==> config.mk <==
export PLATFORM = sky130hd
export DESIGN_NAME = module_counter_mode
export DESIGN_NICKNAME = d
export VERILOG_FILES = /design/src/rtl/module_counter_pkg.sv /design/src/rtl/module_prescaler.sv /design/src/rtl/module_counter_mode.sv
export SDC_FILE = /design/constraint.sdc
export NUM_CORES = 1
export LEC_CHECK = 0
export CAP_MARGIN = 5
export CORE_ASPECT_RATIO = 1.4
export CORE_MARGIN = 2
export CORE_UTILIZATION = 40
export DETAILED_ROUTE_END_ITERATION = 7
export PLACE_DENSITY_LB_ADDON = 0.12
export SLEW_MARGIN = 5
export SYNTH_ARGS = -nofsm -noshare
export SYNTH_HDL_FRONTEND = slang
export SYNTH_HIERARCHICAL = 1
export SYNTH_SLANG_ARGS = --single-unit
export TNS_END_PERCENT = 50
==> constraint.sdc <==
create_clock -name clk -period 3.86 [get_ports clk]
set_input_delay 0.772 -clock clk [delete_from_list [all_inputs] [get_ports clk]]
set_output_delay 0.772 -clock clk [all_outputs]
set_load 0.05 [all_outputs]
==> src/rtl/module_counter_pkg.sv <==
// Shared types for the mode counter: counting modes and direction encodings.
package module_counter_pkg;

  typedef enum logic [1:0] {
    MODE_UP       = 2'b00,
    MODE_DOWN     = 2'b01,
    MODE_PINGPONG = 2'b10,
    MODE_ONESHOT  = 2'b11
  } mode_e;

  localparam logic DIR_UP   = 1'b0;
  localparam logic DIR_DOWN = 1'b1;

endpackage

==> src/rtl/module_prescaler.sv <==
// Divides the clock into count steps: step_o is high on every PRESCALE-th enabled cycle.
module module_prescaler #(
  parameter int PRESCALE = 10
) (
  input  logic clk,
  input  logic rst,
  input  logic en_i,
  input  logic clr_i,
  output logic step_o
);

  localparam int PW = (PRESCALE > 1) ? $clog2(PRESCALE) : 1;
  localparam logic [PW-1:0] PRE_LAST = PW'(PRESCALE - 1);

  logic [PW-1:0] pre_q;

  // A clear (load or mode change) suppresses the step so the restart is clean.
  assign step_o = en_i && !clr_i && (pre_q == PRE_LAST);

  always_ff @(posedge clk or negedge rst) begin
    if (!rst) begin
      pre_q <= '0;
    end else if (clr_i) begin
      pre_q <= '0;
    end else if (en_i) begin
      pre_q <= (pre_q == PRE_LAST) ? '0 : pre_q + PW'(1);
    end
  end

endmodule

==> src/rtl/module_counter_mode.sv <==
// Prescaled WIDTH-bit counter with up, down, ping-pong and one-shot modes,
// synchronous clamped load and single-cycle tick/terminal strobes.
module module_counter_mode
  import module_counter_pkg::*;
#(
  parameter int PRESCALE = 10,
  parameter int WIDTH    = 6
) (
  input  logic             clk,
  input  logic             rst,
  input  logic             en_i,
  input  logic [1:0]       mode_i,
  input  logic             load_i,
  input  logic [WIDTH-1:0] load_val_i,
  input  logic [WIDTH-1:0] max_i,
  output logic [WIDTH-1:0] count_o,
  output logic             tick_o,
  output logic             tc_o,
  output logic             done_o,
  output logic             dir_o
);

  mode_e            mode_q;
  mode_e            mode_in;
  logic             mode_chg;
  logic             step;
  logic [WIDTH-1:0] count_q;
  logic             dir_q;
  logic             done_q;
  logic             tick_q;
  logic             tc_q;
  logic [WIDTH-1:0] load_clamped;
  logic             new_dir;

  logic [WIDTH-1:0] step_cnt;
  logic             step_dir;
  logic             step_tc;
  logic             step_done;

  assign mode_in      = mode_e'(mode_i);
  assign mode_chg     = (mode_q != mode_in);
  assign load_clamped = (load_val_i > max_i) ? max_i : load_val_i;
  assign new_dir      = (mode_in == MODE_DOWN) ? DIR_DOWN : DIR_UP;

  module_prescaler #(
    .PRESCALE(PRESCALE)
  ) u_prescaler (
    .clk   (clk),
    .rst   (rst),
    .en_i  (en_i),
    .clr_i (load_i | mode_chg),
    .step_o(step)
  );

  // Next count/direction/done for a step in the currently registered mode.
  always_comb begin
    step_cnt  = count_q;
    step_dir  = dir_q;
    step_tc   = 1'b0;
    step_done = done_q;
    case (mode_q)
      MODE_UP: begin
        if (count_q >= max_i) begin
          step_cnt = '0;
          step_tc  = 1'b1;
        end else begin
          step_cnt = count_q + WIDTH'(1);
        end
      end
      MODE_DOWN: begin
        if (count_q == '0 || count_q > max_i) begin
          step_cnt = max_i;
          step_tc  = 1'b1;
        end else begin
          step_cnt = count_q - WIDTH'(1);
        end
      end
      MODE_PINGPONG: begin
        if (count_q > max_i) begin
          step_cnt = max_i;
          step_dir = DIR_DOWN;
          step_tc  = 1'b1;
        end else if (dir_q == DIR_UP) begin
          if (count_q == max_i) begin
            step_cnt = (max_i == '0) ? '0 : max_i - WIDTH'(1);
            step_dir = DIR_DOWN;
            step_tc  = 1'b1;
          end else begin
            step_cnt = count_q + WIDTH'(1);
          end
        end else begin
          if (count_q == '0) begin
            step_cnt = (max_i == '0) ? '0 : WIDTH'(1);
            step_dir = DIR_UP;
            step_tc  = 1'b1;
          end else begin
            step_cnt = count_q - WIDTH'(1);
          end
        end
      end
      MODE_ONESHOT: begin
        // A count already at or past the terminal finishes on the next step.
        if (!done_q) begin
          if (count_q >= max_i || (count_q + WIDTH'(1)) == max_i) begin
            step_cnt  = max_i;
            step_done = 1'b1;
            step_tc   = 1'b1;
          end else begin
            step_cnt = count_q + WIDTH'(1);
          end
        end
      end
    endcase
  end

  // Load beats mode change beats step; the mode register also follows a load.
  always_ff @(posedge clk or negedge rst) begin
    if (!rst) begin
      mode_q  <= MODE_UP;
      count_q <= '0;
      dir_q   <= DIR_UP;
      done_q  <= 1'b0;
      tick_q  <= 1'b0;
      tc_q    <= 1'b0;
    end else begin
      tick_q <= 1'b0;
      tc_q   <= 1'b0;
      if (load_i) begin
        count_q <= load_clamped;
        mode_q  <= mode_in;
        done_q  <= 1'b0;
        dir_q   <= new_dir;
      end else if (mode_chg) begin
        mode_q <= mode_in;
        done_q <= 1'b0;
        dir_q  <= new_dir;
      end else if (step) begin
        count_q <= step_cnt;
        dir_q   <= step_dir;
        done_q  <= step_done;
        tick_q  <= 1'b1;
        tc_q    <= step_tc;
      end
    end
  end

  assign count_o = count_q;
  assign tick_o  = tick_q;
  assign tc_o    = tc_q;
  assign done_o  = done_q;
  assign dir_o   = dir_q;

endmodule
## Word level (Yosys, flattened, before mapping)

Index checks and enable logic that the tools add are counted.
W data, S select, Z words.

- Add/subtract/negate cells: 4
- Multipliers: 0
- Divide/modulo/power cells: 0
- Order comparisons: 3
- Equality and inequality tests: 10
- Shift operators: 0
- Multiplexer cells: 48
- Bitwise operators: 1
- Reduce and logical (&&, ||, !) cells: 17

Operators with widths:

| kind | count |
|---|---|
| $mux W6 | 13 |
| $mux W1 | 28 |
| $pmux W6 S4 | 1 |
| $eq A6 B6 Y1 | 2 |
| $gt A6 B6 Y1 | 2 |
| $logic_not A6 Y1 | 2 |
| $mux W4 | 3 |
| $sub A6 B1 Y6 const B | 2 |
| $reduce_bool A3 Y1 | 3 |
| $add A6 B1 Y6 const B | 1 |
| $ge A6 B6 Y1 | 1 |
| $reduce_bool A2 Y1 | 3 |
| $add A4 B1 Y4 const B | 1 |
| $eq A2 B1 Y1 const B | 2 |
| $eq A2 B2 Y1 const B | 2 |
| $eq A4 B4 Y1 const B | 1 |
| $mux W2 | 2 |
| $pmux W1 S4 | 1 |
| $reduce_and A2 Y1 | 2 |
| $ne A3 B3 Y1 const B | 1 |
| $reduce_and A3 Y1 | 1 |
| $logic_and A1 B1 Y1 | 2 |
| $logic_not A2 Y1 | 1 |
| $logic_or A1 B1 Y1 | 2 |
| other kinds (4) | 4 |

- Bits in registers: 16
- Latch bits: 0
- RAM bits: 0
- ROM bits: 0
- Input bits: 18
- Output and inout bits: 10
- Logic and storage cells: 90
- Memories kept: 0

## Depth between registers and ports, before layout

Gate-level depths: netlist of run 1.

- Word-level depth: 9
- Gate-level depth with buffers: 12
- Depth with buffers taken out: 9

## By module

Netlist of run 1, hierarchy kept.

By module, submodules not included:

| module | times used | cells an instance | area each (µm²) | sequential area each (µm²) |
|---|---|---|---|---|
| module_counter_mode | 1 | 226 | 1,799.2 | 300.3 |
| module_prescaler | 1 | 25 | 246.5 | 100.1 |

## Worst setup path before layout of run 1

OpenSTA, ideal clock, no wires.

- Kind: input port to flip-flop
- Start point: in max_i[3]
- End point: reg count_q[5] (netlist: count_o[5])
- Library setup time: 135 ps
- Arrival time: 2,960 ps
- Data required time: 3,725 ps
- Slack: 764 ps
- Cell stages on the path: 12
- Buffers on the path: 3
- Cell sequence: clkbuf_1 > inv_1 > ha_1 > and4_4 > and3_1 > buf_6 > a31oi_2 > buf_2 > o311a_1 > o21ai_2 > a2111oi_2 > nor4_2

- Cells in the longest elaborated chain, start to end: 9
- Elaborated cells on any way between the ends: 22
- Classes of those cells: add/sub (1); order compare (3); eq/ne (2); mux (13); reduce/logical (3)

RTL lines:

| element | RTL line | source |
|---|---|---|
| start: declaration | module_counter_mode.sv:15 | `input logic [WIDTH-1:0] max_i,` |
| $sub A6 B1 Y6 / $logic_not A6 Y1 (equally long branches) | module_counter_mode.sv:85 | `step_cnt = (max_i == '0) ? '0 : max_i - WIDTH'(1);` |
| $mux W6 | module_counter_mode.sv:85 |  |
| $mux W6 | module_counter_mode.sv:84 | `if (count_q == max_i) begin` |
| $mux W6 | module_counter_mode.sv:83 | `end else if (dir_q == DIR_UP) begin` |
| $mux W6 | module_counter_mode.sv:79 | `if (count_q > max_i) begin` |
| $pmux W6 S4 | module_counter_mode.sv:61 | `case (mode_q)` |
| $mux W6 | module_counter_mode.sv:137 | `end else if (step) begin` |
| $mux W6 | module_counter_mode.sv:133 | `end else if (mode_chg) begin` |
| $mux W6 (*) | module_counter_mode.sv:128 | `if (load_i) begin` |
| end signal: assignment | module_counter_mode.sv:129 | `count_q <= load_clamped;` |
| end signal: assignment | module_counter_mode.sv:138 | `count_q <= step_cnt;` |
| end: declaration | module_counter_mode.sv:27 | `logic [WIDTH-1:0] count_q;` |

Mark *: on every way between the ends. The rest lies on a longest branch, timed or not. The select of a mux whose other input is x is not followed.
A chain may end at the register's enable or synchronous reset.

## Worst setup path in the final report of run 1

- Start point: in max_i[4]
- End point: reg count_q[1] (netlist: count_o[1])

- Cells in the longest elaborated chain, start to end: 9
- Elaborated cells on any way between the ends: 21
- Classes of those cells: order compare (3); eq/ne (2); mux (13); reduce/logical (3)

RTL lines:

| element | RTL line |
|---|---|
| parallel branches: the longest is 8 deep, another holds $ge A6 B6 Y1 | - |
| $mux W6 (*) | module_counter_mode.sv:128 |

Mark *: on every way between the ends. The select of a mux whose other input is x is not followed.

==> results of run 1 <==
-- sequential cells by signal, indices dropped and copies added (netlist names) --
signal and count:
dir_o 1, count_o 6, tc_o 1, mode_q 2, tick_o 1, done_o 1
u_prescaler/pre_q 4
-- critical path: cells and delay by family --
family	cells	cell delay, ns
compound gates	5	1.29
fa+ha+maj	1	0.32
buf+inv	2	0.70
simple gates	2	0.55
-- logic make-up (layout without fill, tap and decap cells) --
| group | after synthesis | in the layout | share of synthesized area |
|---|---|---|---|
| AND/OR/NAND/NOR | 98 | 98 | 0.269 |
| AO/OA/AOI/OAI | 70 | 70 | 0.257 |
| buffers and inverters | 29 | 54 | 0.0648 |
| adder cells (fa/ha/maj) | 19 | 19 | 0.116 |
| XOR/XNOR | 16 | 16 | 0.0820 |
| flip-flops | 16 | 16 | 0.196 |
| multiplexers | 3 | 3 | 0.0147 |
-- power by group --
group / total [mW] / switching (mW) / internal [mW]
Clock: 0.152 / 0.0615 / 0.0907
Sequential: 0.219 / 0.0399 / 0.179
Combinational: 0.375 / 0.218 / 0.158
Total: 0.747 / 0.319 / 0.428
-- final cells by class --
class | count | area, sq um | area share
multi-input combinational | 206 | 1510 | 0.621
sequential | 16 | 400 | 0.164
timing repair buffer | 35 | 330 | 0.136
tap | 64 | 80.1 | 0.0329
inverter | 15 | 56.3 | 0.0231
clock buffer | 4 | 55.1 | 0.0226
-- metrics by stage --
stage	power (mW)	utilization	cell area (sq um)	setup slack [ns]	cells
floorplan	0.481	-	2050	0.764	251
global placement	0.595	0.488	2380	0.144	336
detailed placement	0.594	0.488	2380	0.112	336
CTS	0.750	0.499	2430	0.385	340
global route	0.800	0.499	2430	0.158	340
finish	0.747	0.499	2430	0.343	340
-- routing by layer --
layer / global-route usage / vias to the layer above
met3: 0.0178 / 22
met1: 0.253 / 976
li1: - / 975
met4: 0.143 / 0
met5: 0 / -
met2: 0.444 / 71
-- cells in the final DEF, fill, tap and decap left out, types with 3 or more instances in the layout --
master,count
nand2b_1,6
a221oi_1,3
clkbuf_8,4
ha_1,19
xnor2_1,8
nand3_1,5
xor2_1,6
nand2_1,26
o21a_1,3
buf_4,8
nor2b_1,4
a21oi_1,14
and3_1,5
inv_1,15
nand3b_1,3
mux2i_1,3
o22ai_1,4
o21ai_1,4
nor3_1,11
nor2_1,14
or3_1,3
a2bb2oi_1,3
dfrtp_1,16
o21ai_0,9
clkdlybuf4s50_1,27
-- worst max-delay path by stage --
stage	slack, ns	from	cells after the start	end
2_1_floorplan	0.76	max_i[3]	12	count_o[5]
5_1_grt	0.16	max_i[4]	10	count_o[5]
6_report	0.34	max_i[4]	10	count_o[1]
3_5_place_dp	0.11	max_i[4]	10	count_o[1]
3_3_place_gp	0.14	max_i[4]	10	count_o[1]
4_1_cts	0.39	max_i[4]	10	count_o[1]
==> flow_summary.yaml, run 1 <==
job:
  max_cap_violations: 0
power_and_ir_drop:
  p_leak_nw: 1.02
  irDropWorstVdd_mv: 0.103
  powerDensity_mw_per_mm2: 307
timing:
  finalSetupTns_ns: 0
  clock_skew_ns: 0.00758
  whs_ns: 0.564
  slew_headroom: 0.476
  finalSetupViolCount: 0
  fmax_ghz: 0.284
  hold_viol_final: 0
  post-route-min-period_ns: 3.52
  fin_crit_sh: 0.911
  tightest_slew_ns: 0.787
  slew_violations: 0
  rsz0062_at_grt: "false"
worst_hold_path:
  holdPathStages: 2
  min_to: "done_o"
  hold_class: "flip-flop to flip-flop"
  min_from: "done_o"
synthesis:
  yosysTopAreaCell: "dfrtp_1"
  syn_inst: 251
  ys.flop_type: "dfrtp_1"
  synth.cell_area_sq_mm: 0.00205
  ys_types: 70
  yosys_warnings: 6
  ys_seq_area_frac: 0.196
  yosys.area.top_type_share: 0.196
  synth_area_leaders: "dfrtp_1, ha_1, nand2_1"
  synthMostInstantiatedCell: "nand2_1"
  synth-seq-cells: 16
  postSynthAreaPerCell_sq_um: 8.15
  synth_edf_count: 0
  synth_fp_nets: 288
  synth_commonest_cells: "nand2_1, ha_1, dfrtp_1"
  async_flop_share: 1.00
cts:
  clockBufferDepth: 2
  holdBufCountCts: 0
  cts_tree: "yes"
  clock_latency_ns: 0.26
  cts_setup_buffers: 0
  clkSinkCount: 16
  numCtsBuffers: 3
  cts_root_buffer: "clkbuf_8"
  cts-resized-gates: 0
  clk_pin_slew_worst_paths_ns: 0.07
  htreeDepth: 1
global_routing:
  grt_max_degree: 17
  grt_antenna_before_repair: 0
  grt_usage: 0.235
  grt_pass1_wl_um: 10300
  grt_overflow_total: 0
  grt_pass1_vias: 2128
critical_path:
  startpoint_type: "input port"
  crit_required_ns: 3.98
  crit_path_top_delay_cell: "clkdlybuf4s50_1"
  worst_setup_path_end_kind: "flip-flop"
  r2r_start: "count_o[5]"
  cp_data_arrival_time_ns: 3.64
  reg2reg_setup_slack_ns: 0.95
  r2r_cells: 8
  regToRegEndpoint: "count_o[1]"
  worstSetupPathType: "input port to flip-flop"
  cp_max_fo: 11
  cpPeakStageDelay_ns: 0.60
  crit_chain: "clkdlybuf4s50_1 > inv_1 > ha_1 > and4_4 > and3_1 > a31oi_2 > a211oi_2 > a21oi_4 > a221oi_1 > a221oi_2"
layout:
  insertedDiodeCount: 0
  syn_to_final_growth_pct: 19.0
  fin_nets: 314
  drive_gt1_frac: 0.112
  fillers: 503
floorplan:
  io_pins: 28
  die_w_um: 64.4
  initial_core_util: 0.419
  die_area_sq_mm: 0.00571
  core-area_sq_mm: 0.00488
  die_h_um: 88.6
  num_rows: 30
drt:
  wl_met2_um: 3100
  wl_um: 5900
  drt_iter0_markers: 78
  drt-met1-wl_um: 2310
  route.detailed.drc: 0
  vias_per_cell: 6.01
  top_layer: "met4"
  wl_met3_um: 186
  wl_per_cell_um: 17.4
  vias: 2044
  dr.pass1.iters: 6
  drtAntennaViolNets: 0
placement:
  port_buffers: 27
  dpl.hpwl_um: 4780
  place_congestion: 0.914
run_status:
  status: "finished clean"
Power figures use the tool's default switching activity.
==> run 2, diff against run 1 <==
clock period = 3 ns   (was 3.86 ns; I/O delays follow)
==> run 2 against run 1 <==
First-iteration DRC count grew 14%. Clock-buffer cell count is the same. Highest routed layer unchanged. Wire length is 5.5% higher. Core utilization rose by 4.6 points. Clock power grew 30%. Sequential share of layout area fell by 1.4 points. Final area increased by 9.2%. Hold slack gained 0.0068 ns. Via count increased by 1.1%. Non-clock buffer count increased by 27.
==> flow_summary.yaml, run 2 (synthesis results as in run 1) <==
run_status:
  status: "finished clean"
cts:
  cts_root_buffer: "clkbuf_8"
  clkSinkCount: 16
  clk_pin_slew_worst_paths_ns: 0.07
  clockBufferDepth: 2
  numCtsBuffers: 3
  clock_latency_ns: 0.26
  htreeDepth: 1
  cts_tree: "yes"
placement:
  dp.cells: 363
  dpl.hpwl_um: 5090
  place_congestion: 0.954
  placed_cell_area_sq_mm: 0.00258
  place_ws_ns: -0.188
  port_buffers: 27
global_routing:
  grt_max_degree: 17
  grt_antenna_before_repair: 0
  grt_usage: 0.234
  grt_overflow_total: 0
  grt_pass1_vias: 2055
  grt_pass1_wl_um: 10100
critical_path:
  worst_setup_path_end_kind: "flip-flop"
  startpoint_type: "input port"
  cpPeakStageDelay_ns: 0.50
  path_delay_family: "simple AND/OR/NAND/NOR gates"
  crit_chain: "clkdlybuf4s50_1 > inv_1 > ha_1 > and4_4 > o21ai_1 > buf_4 > and4_1 > a21boi_1 > or3_1 > a221oi_1"
  crit_path_top_delay_cell: "clkdlybuf4s50_1"
  cp_data_arrival_time_ns: 3.04
  worst-path-buf-inv: 3
  crit_required_ns: 3.16
  cp_max_fo: 4
  worstSetupPathType: "input port to flip-flop"
layout:
  post-route-util: 0.545
  finish.instance_area_sq_mm: 0.00266
  syn_to_final_growth_pct: 30.0
  drive_gt1_frac: 0.198
  final_cell_mix: "buf_4, clkdlybuf4s50_1, nand2_1"
  fin_nets: 341
  largest_reg_flops: 6
  layout_commonest_cell: "buf_4"
  finalNonFillerCells: 367
  insertedDiodeCount: 0
drt:
  wl_per_cell_um: 17.0
  vias_per_cell: 5.63
  dr.pass1.iters: 4
  route.detailed.drc: 0
  drtAntennaViolNets: 0
  wl_um: 6230
  vias: 2067
  drt_iter0_markers: 89
power_and_ir_drop:
  p_total_mw: 1.04
  swShare: 0.417
  powerDensity_mw_per_mm2: 390
  internal-power_uw: 604
  p_sw_uw: 432
  p_leak_nw: 1.15
  power_frac_seq: 0.253
  power.share.clock: 0.192
  combPwrFrac: 0.555
  irDropWorstVdd_mv: 0.148
floorplan:
  die_w_um: 64.4
  die_area_sq_mm: 0.00571
  initial_core_util: 0.419
  core-area_sq_mm: 0.00488
  die_h_um: 88.6
  io_pins: 28
  num_rows: 30
timing:
  clock_skew_ns: 0.00223
  whs_ns: 0.571
  slew_headroom: 0.510
  fmax_ghz: 0.347
  hold_viol_final: 0
  tightest_slew_ns: 0.733
  slew_violations: 0
  finalSetupViolCount: 0
  fin_crit_sh: 0.960
  post-route-min-period_ns: 2.88
  finalSetupTns_ns: 0
  worst_slack_ns: 0.120
worst_hold_path:
  hold_class: "flip-flop to flip-flop"
job:
  max_cap_violations: 0
[run 2: final cells by class]
cell class                      count  area (sq um)
Timing Repair Buffer               62           533
Sequential cell                    16           400
Inverter                           15          56.3
Tap cell                           64          80.1
Clock buffer                        4          55.1
Fill cell                         478          2220
Multi-Input combinational cell    206          1530
[run 2: worst paths after layout]
check,cells past startpoint,slack [ns],startpoint,endpoint
worst max-delay path,10,0.12,max_i[5],tc_o
worst min-delay path,2,0.57,done_o,done_o
worst max register to register,9,0.46,count_o[1],count_o[1]
worst min register to register,2,0.57,done_o,done_o
max in group asynchronous,1,1.76,rst,u_prescaler/pre_q[3]
min in group asynchronous,1,0.78,rst,mode_q[0]
[run 2: power groups by stage]
stage	combinational, mW	sequential [mW]	clock, mW
2_1_floorplan	0.317	0.303	0
3_3_place_gp	0.561	0.266	0
3_5_place_dp	0.561	0.266	0
4_1_cts	0.564	0.262	0.200
5_1_grt	0.628	0.265	0.216
6_report	0.576	0.262	0.198
[run 2: what timing repair did]
| item | in CTS | in global routing |
|---|---|---|
| gates resized for setup | 0 | 4 |
| setup endpoints to repair | 0 | 6 |
| hold buffers | 0 | 0 |
| buffers inserted | 0 | 0 |
[run 2: tightest hold or removal path, delay by kind of cell (launching register included)]
kind,cells,cell delay [ns]
AOI/OAI and AO/OA,1,0.06
DFF,1,0.39
and+or+nand+nor,1,0.08
[run 2: per-layer routing]
metal,track usage,share of wire,up-vias
li1,-,-,1025
met1,0.253,0.39,957
met2,0.433,0.53,61
met3,0.0318,0.037,24
met4,0.141,0.046,0
met5,0,0,-
==> run 3, diff against run 2 <==
DONT_BUFFER_PORTS = 1   (was unset)
==> run 3 against run 2 <==
Combinational power down 13%. Non-clock buffer count down 46. Core utilization down 8.9 points. Highest routed layer unchanged.
==> flow_summary.yaml, run 3 (synthesis results as in run 1) <==
cts:
  clock_latency_ns: 0.25
  clockBufferDepth: 2
  cts-resized-gates: 0
  cts_tree: "yes"
  holdBufCountCts: 0
  clk_pin_slew_worst_paths_ns: 0.07
  htreeDepth: 1
  cts_root_buffer: "clkbuf_8"
  clkSinkCount: 16
  numCtsBuffers: 3
  cts_setup_buffers: 0
critical_path:
  crit_required_ns: 3.12
  critPathCapture: "count_o[1]"
  cp_data_arrival_time_ns: 2.80
  cpPeakStageDelay_ns: 0.56
  crit_path_top_delay_cell: "dfrtp_1"
  worst_setup_path_end_kind: "flip-flop"
  regToRegEndpoint: "count_o[1]"
  reg2reg_setup_slack_ns: 0.33
  r2r_start: "count_o[1]"
  crit_chain: "ha_1 > nor2b_1 > o21ai_1 > a31oi_2 > a211oi_2 > a21oi_4 > a221oi_1 > a221oi_2"
  cp-startpoint: "count_o[1]"
  startpoint_type: "flip-flop"
  r2r_cells: 8
  cp_max_fo: 9
  worstSetupPathType: "flip-flop to flip-flop"
timing:
  slew_violations: 0
  tightest_slew_ns: 0.774
  clock_skew_ns: 0.00677
  slew_headroom: 0.484
  finalSetupViolCount: 0
  post-route-min-period_ns: 2.67
  fmax_ghz: 0.374
  rsz0062_at_grt: "false"
  finalSetupTns_ns: 0
  hold_viol_final: 0
  fin_crit_sh: 0.891
  worst_slack_ns: 0.327
layout:
  final_cell_mix: "nand2_1, ha_1, dfrtp_1, buf_4, inv_1"
  syn_to_final_growth_pct: 8.75
  fin_nets: 295
  largest_reg_flops: 6
  finish.instance_area_sq_mm: 0.00222
  layout_commonest_cell: "nand2_1"
  drive_gt1_frac: 0.152
  finalNonFillerCells: 321
  insertedDiodeCount: 0
placement:
  place_ws_ns: 0.193
  dp.cells: 317
  placed_cell_area_sq_mm: 0.00217
  place_congestion: 0.938
  port_buffers: 0
  dpl.hpwl_um: 4920
global_routing:
  grt_usage: 0.224
  grt_pass1_wl_um: 9750
  grt_pass1_vias: 1902
  grt_overflow_total: 0
  grt_max_degree: 17
  grt_antenna_before_repair: 0
power_and_ir_drop:
  irDropWorstVdd_mv: 0.171
  p_leak_nw: 0.952
  powerDensity_mw_per_mm2: 425
drt:
  vias: 1889
  drt_iter0_markers: 122
  route.detailed.drc: 0
  vias_per_cell: 5.88
  wl_per_cell_um: 18.7
  dr.pass1.iters: 4
  drtAntennaViolNets: 0
  wl_um: 5990
worst_hold_path:
  hold_class: "input port to asynchronous set/reset pin"
floorplan:
  core-area_sq_mm: 0.00488
  io_pins: 28
  die_w_um: 64.4
  num_rows: 30
  die_h_um: 88.6
  die_area_sq_mm: 0.00571
  initial_core_util: 0.419
run_status:
  status: "finished clean"
job:
  max_cap_violations: 0
run 3: cell types whose count changed in the layout (fill, tap and decap cells not counted):
| cell | delta |
|---|---|
| a31oi_2 | +1 |
| a21oi_2 | -1 |
| a31oi_4 | -1 |
| o21a_1 | +1 |
| a211oi_4 | -1 |
| clkdlybuf4s50_1 | -27 |
| o21a_2 | -1 |
| a21oi_1 | +1 |
| a211oi_2 | +1 |
| buf_4 | -19 |
run 3: where the power goes:
| part | switching (mW) | leakage, nW | total, mW | internal [mW] |
|---|---|---|---|---|
| sequential | 0.0188 | 0.201 | 0.250 | 0.231 |
| clock | 0.0772 | 0.0288 | 0.194 | 0.116 |
| combinational | 0.306 | 0.722 | 0.501 | 0.195 |
run 3: cell type report:
cell class / count / area (sq um)
inverter: 15 / 56.3
fill: 517 / 2660
timing repair buffer: 16 / 120
tap: 64 / 80.1
multi-input combinational: 206 / 1510
clock buffer: 4 / 55.1
sequential: 16 / 400
run 3: how the worst min path moves through the flow:
stage	end	start	depth (start not counted)	slack, ns
6_report	count_o[4]	rst	0	0.04
5_1_grt	count_o[2]	rst	0	0.02
4_1_cts	count_o[4]	rst	0	0.03
3_5_place_dp	mode_q[0]	rst	0	0.31
3_3_place_gp	mode_q[1]	rst	0	0.30
2_1_floorplan	count_o[0]	rst	0	0.30
run 3: critical path, delay by kind of cell, from the launching register on:
| family | cells | cell delay, ns |
|---|---|---|
| AOI/OAI and AO/OA | 6 | 1.49 |
| adders and majority gates | 1 | 0.34 |
| DFF | 1 | 0.56 |
| and+or+nand+nor | 1 | 0.15 |
run 3: metal layers:
metal | GRT usage | vias up | share of wire
met1 | 0.267 | 881 | 0.41
met4 | 0.104 | 0 | 0.040
met3 | 0.0267 | 19 | 0.043
met2 | 0.402 | 57 | 0.51
met5 | 0 | - | 0
li1 | - | 932 | -
run 3: per-stage QoR:
step           utilization  hold slack [ns]  power (mW)
2_1_floorplan            -            0.304       0.619
3_3_place_gp         0.445            0.305       0.754
3_5_place_dp         0.445            0.305       0.749
4_1_cts              0.456           0.0349       0.945
5_1_grt              0.456           0.0231        1.00
6_report             0.456           0.0380       0.944
==> RTL edit: new RTL, config.mk and constraints of run 3 <==
`PRESCALE` is set to 10 in 2 places; all go to 11.
--- a/src/rtl/module_prescaler.sv
+++ b/src/rtl/module_prescaler.sv
@@ -1,6 +1,6 @@
 // Divides the clock into count steps: step_o is high on every PRESCALE-th enabled cycle.
 module module_prescaler #(
-  parameter int PRESCALE = 10
+  parameter int PRESCALE = 11
 ) (
   input  logic clk,
   input  logic rst,
--- a/src/rtl/module_counter_mode.sv
+++ b/src/rtl/module_counter_mode.sv
@@ -3,7 +3,7 @@
 module module_counter_mode
   import module_counter_pkg::*;
 #(
-  parameter int PRESCALE = 10,
+  parameter int PRESCALE = 11,
   parameter int WIDTH    = 6
 ) (
   input  logic             clk,
Formal check against the unedited RTL: same outputs for any inputs over 10 cycles, from zero or initial values and one cycle with rst low; that may be too few to reach the edited logic, so the function may still have changed.
==> RTL edit against run 3 <==
Setup slack hardly changed; critical path depth grew 1; combinational power shrank 2%; synthesized area down 0.12%; hold slack improved by 7.3 ps; clock power shrank 18%; cell area shrank 1.4%; routed wire length is 1.8% higher; sequential cell count did not move; count of clock-buffer cells in the layout shrank 1; largest power group unchanged; sequential share of layout area up 0.26 points; total power decreased by 3.9%.
==> RTL edit: results (changes against run 3) <==
\begin{tabular}{lr}
\hline
Metric & Value \\
\hline
\multicolumn{2}{l}{\textbf{Status}} \\
Status & complete, no violations \\
\multicolumn{2}{l}{\textbf{Synthesis}} \\
Fraction of the yosys area taken by sequential cells & 19.60\% (+0.024 points) \\
Avg Synthesized Cell Area & 8.140 um\^{}2 (-0.12\%) \\
Largest cells by area after synthesis & dfrtp\_1 (20\%), ha\_1 (12\%), nand2\_1 (4.8\%) \\
Most numerous cell types in the synthesized netlist & nand2\_1 (26), ha\_1 (19), dfrtp\_1 (16), inv\_1 (15) \\
\multicolumn{2}{l}{\textbf{Placement}} \\
Post-Place Cell Area & 2152 um\^{}2 (-0.81\%) \\
Weighted congestion reported at the end of routability-driven placement & 0.9397 (+0.18\%) \\
HPWL after detailed placement & 4919 um (-0.11\%) \\
Placement Setup Slack & 196.3 ps (+3.171 ps) \\
\multicolumn{2}{l}{\textbf{Setup path}} \\
Crit path DAT & 2790 ps (about the same) \\
Worst reg-to-reg path cell count & 9 (+1) \\
Slowest stage cell, crit path & dfrtp\_1 \\
FF-to-FF setup slack & 330 ps (about the same) \\
End point of the critical path & count\_o[5]\$\_DFFE\_PN0P\_ \\
CP Max Fanout & 7 (-2) \\
CP peak stage delay & 580 ps (+20 ps) \\
\multicolumn{2}{l}{\textbf{Power and ir drop}} \\
Fraction of power spent switching nets & 43.72\% (+1.2 points) \\
Leak Pwr & 0.9365 nW (-1.6\%) \\
IR drop worst, VDD & 124.3 uV (-27\%) \\
\multicolumn{2}{l}{\textbf{Timing}} \\
Tightest Pin Transition & 759.5 ps (-14.94 ps) \\
Final Cycle Share & 89.12\% (about the same) \\
Number of max-slew violations in the final report & 0 (unchanged) \\
Clock Skew & 1.311 ps (-5.459 ps) \\
\multicolumn{2}{l}{\textbf{Drt}} \\
Number of violations reported at the end of detailed-routing iteration 0 & 90 (-26\%) \\
Detailed-routed wire length on met3 & 304 um (+18\%) \\
Routed wl met2 & 2975 um (-1.8\%) \\
Via density per instance & 6.000 (+2.0\%) \\
Final wirelength & 6093 um (+1.8\%) \\
Met1 wire length & 2436 um (-0.85\%) \\
\multicolumn{2}{l}{\textbf{Finish}} \\
Post-route insts no fill & 318 (-0.93\%) \\
Fraction of final layout cells with drive strength greater than 1 & 14.17\% (-1.0 points) \\
\multicolumn{2}{l}{\textbf{Global routing}} \\
Overall Global Routing Usage & 22.78\% (+0.33 points) \\
Via count of the first global-routing pass & 1940 (+2.0\%) \\
First-pass GRT wire length & 9853 um (+1.1\%) \\
\multicolumn{2}{l}{\textbf{Clocking}} \\
Deepest clock path buffer count & 2 (unchanged) \\
H-Tree Depth & 1 (unchanged) \\
\hline
\end{tabular}
## RTL edit: cell types whose count changed after synthesis, sizes merged
| cell | delta |
|---|---|
| nand3b | -1 |
| nand3 | +1 |
## RTL edit: routing by layer
layer | vias up | global-route usage, %
li1 | 924 | -
met1 | 884 | 26.13
met2 | 77 | 40.72
met3 | 23 | 3.053
met4 | 0 | 12.77
met5 | - | 0
## RTL edit: power groups by stage
| stage | combinational [mW] | clock (mW) | sequential, mW |
|---|---|---|---|
| floorplan | 0.316 | 0 | 0.303 |
| global placement | 0.488 | 0 | 0.261 |
| detailed placement | 0.485 | 0 | 0.259 |
| CTS | 0.487 | 0.169 | 0.256 |
| global route | 0.527 | 0.180 | 0.258 |
| finish | 0.490 | 0.160 | 0.257 |
## RTL edit: layout make-up
class,count,area [um^2]
sequential,16,400.4
inverter,15,56.30
clock buffer,3,41.29
timing repair buffer,14,105.1
tap,64,80.08
fill,515,2686
multi-input combinational,206,1510
## RTL edit: worst min-delay path by stage
stage / to / slack, ps / depth (start not counted)
2_1_floorplan: count_o[0]$_DFFE_PN0P_ / 300 / 0
3_3_place_gp: mode_q[1]$_DFFE_PN0P_ / 300 / 0
3_5_place_dp: mode_q[1]$_DFFE_PN0P_ / 300 / 0
4_1_cts: u_prescaler/pre_q[2]$_DFFE_PN0P_ / 40 / 0
5_1_grt: u_prescaler/pre_q[3]$_DFFE_PN0P_ / 20 / 0
6_report: count_o[3]$_DFFE_PN0P_ / 50 / 0
## RTL edit: logic make-up after synthesis
logic type / synth area share [%]
flip-flops: 19.60
adder cells (fa/ha/maj): 11.64
XOR/XNOR: 8.206
multiplexers: 1.470
AO/OA/AOI/OAI: 25.78
AND/OR/NAND/NOR: 26.82
buffers and inverters: 6.491
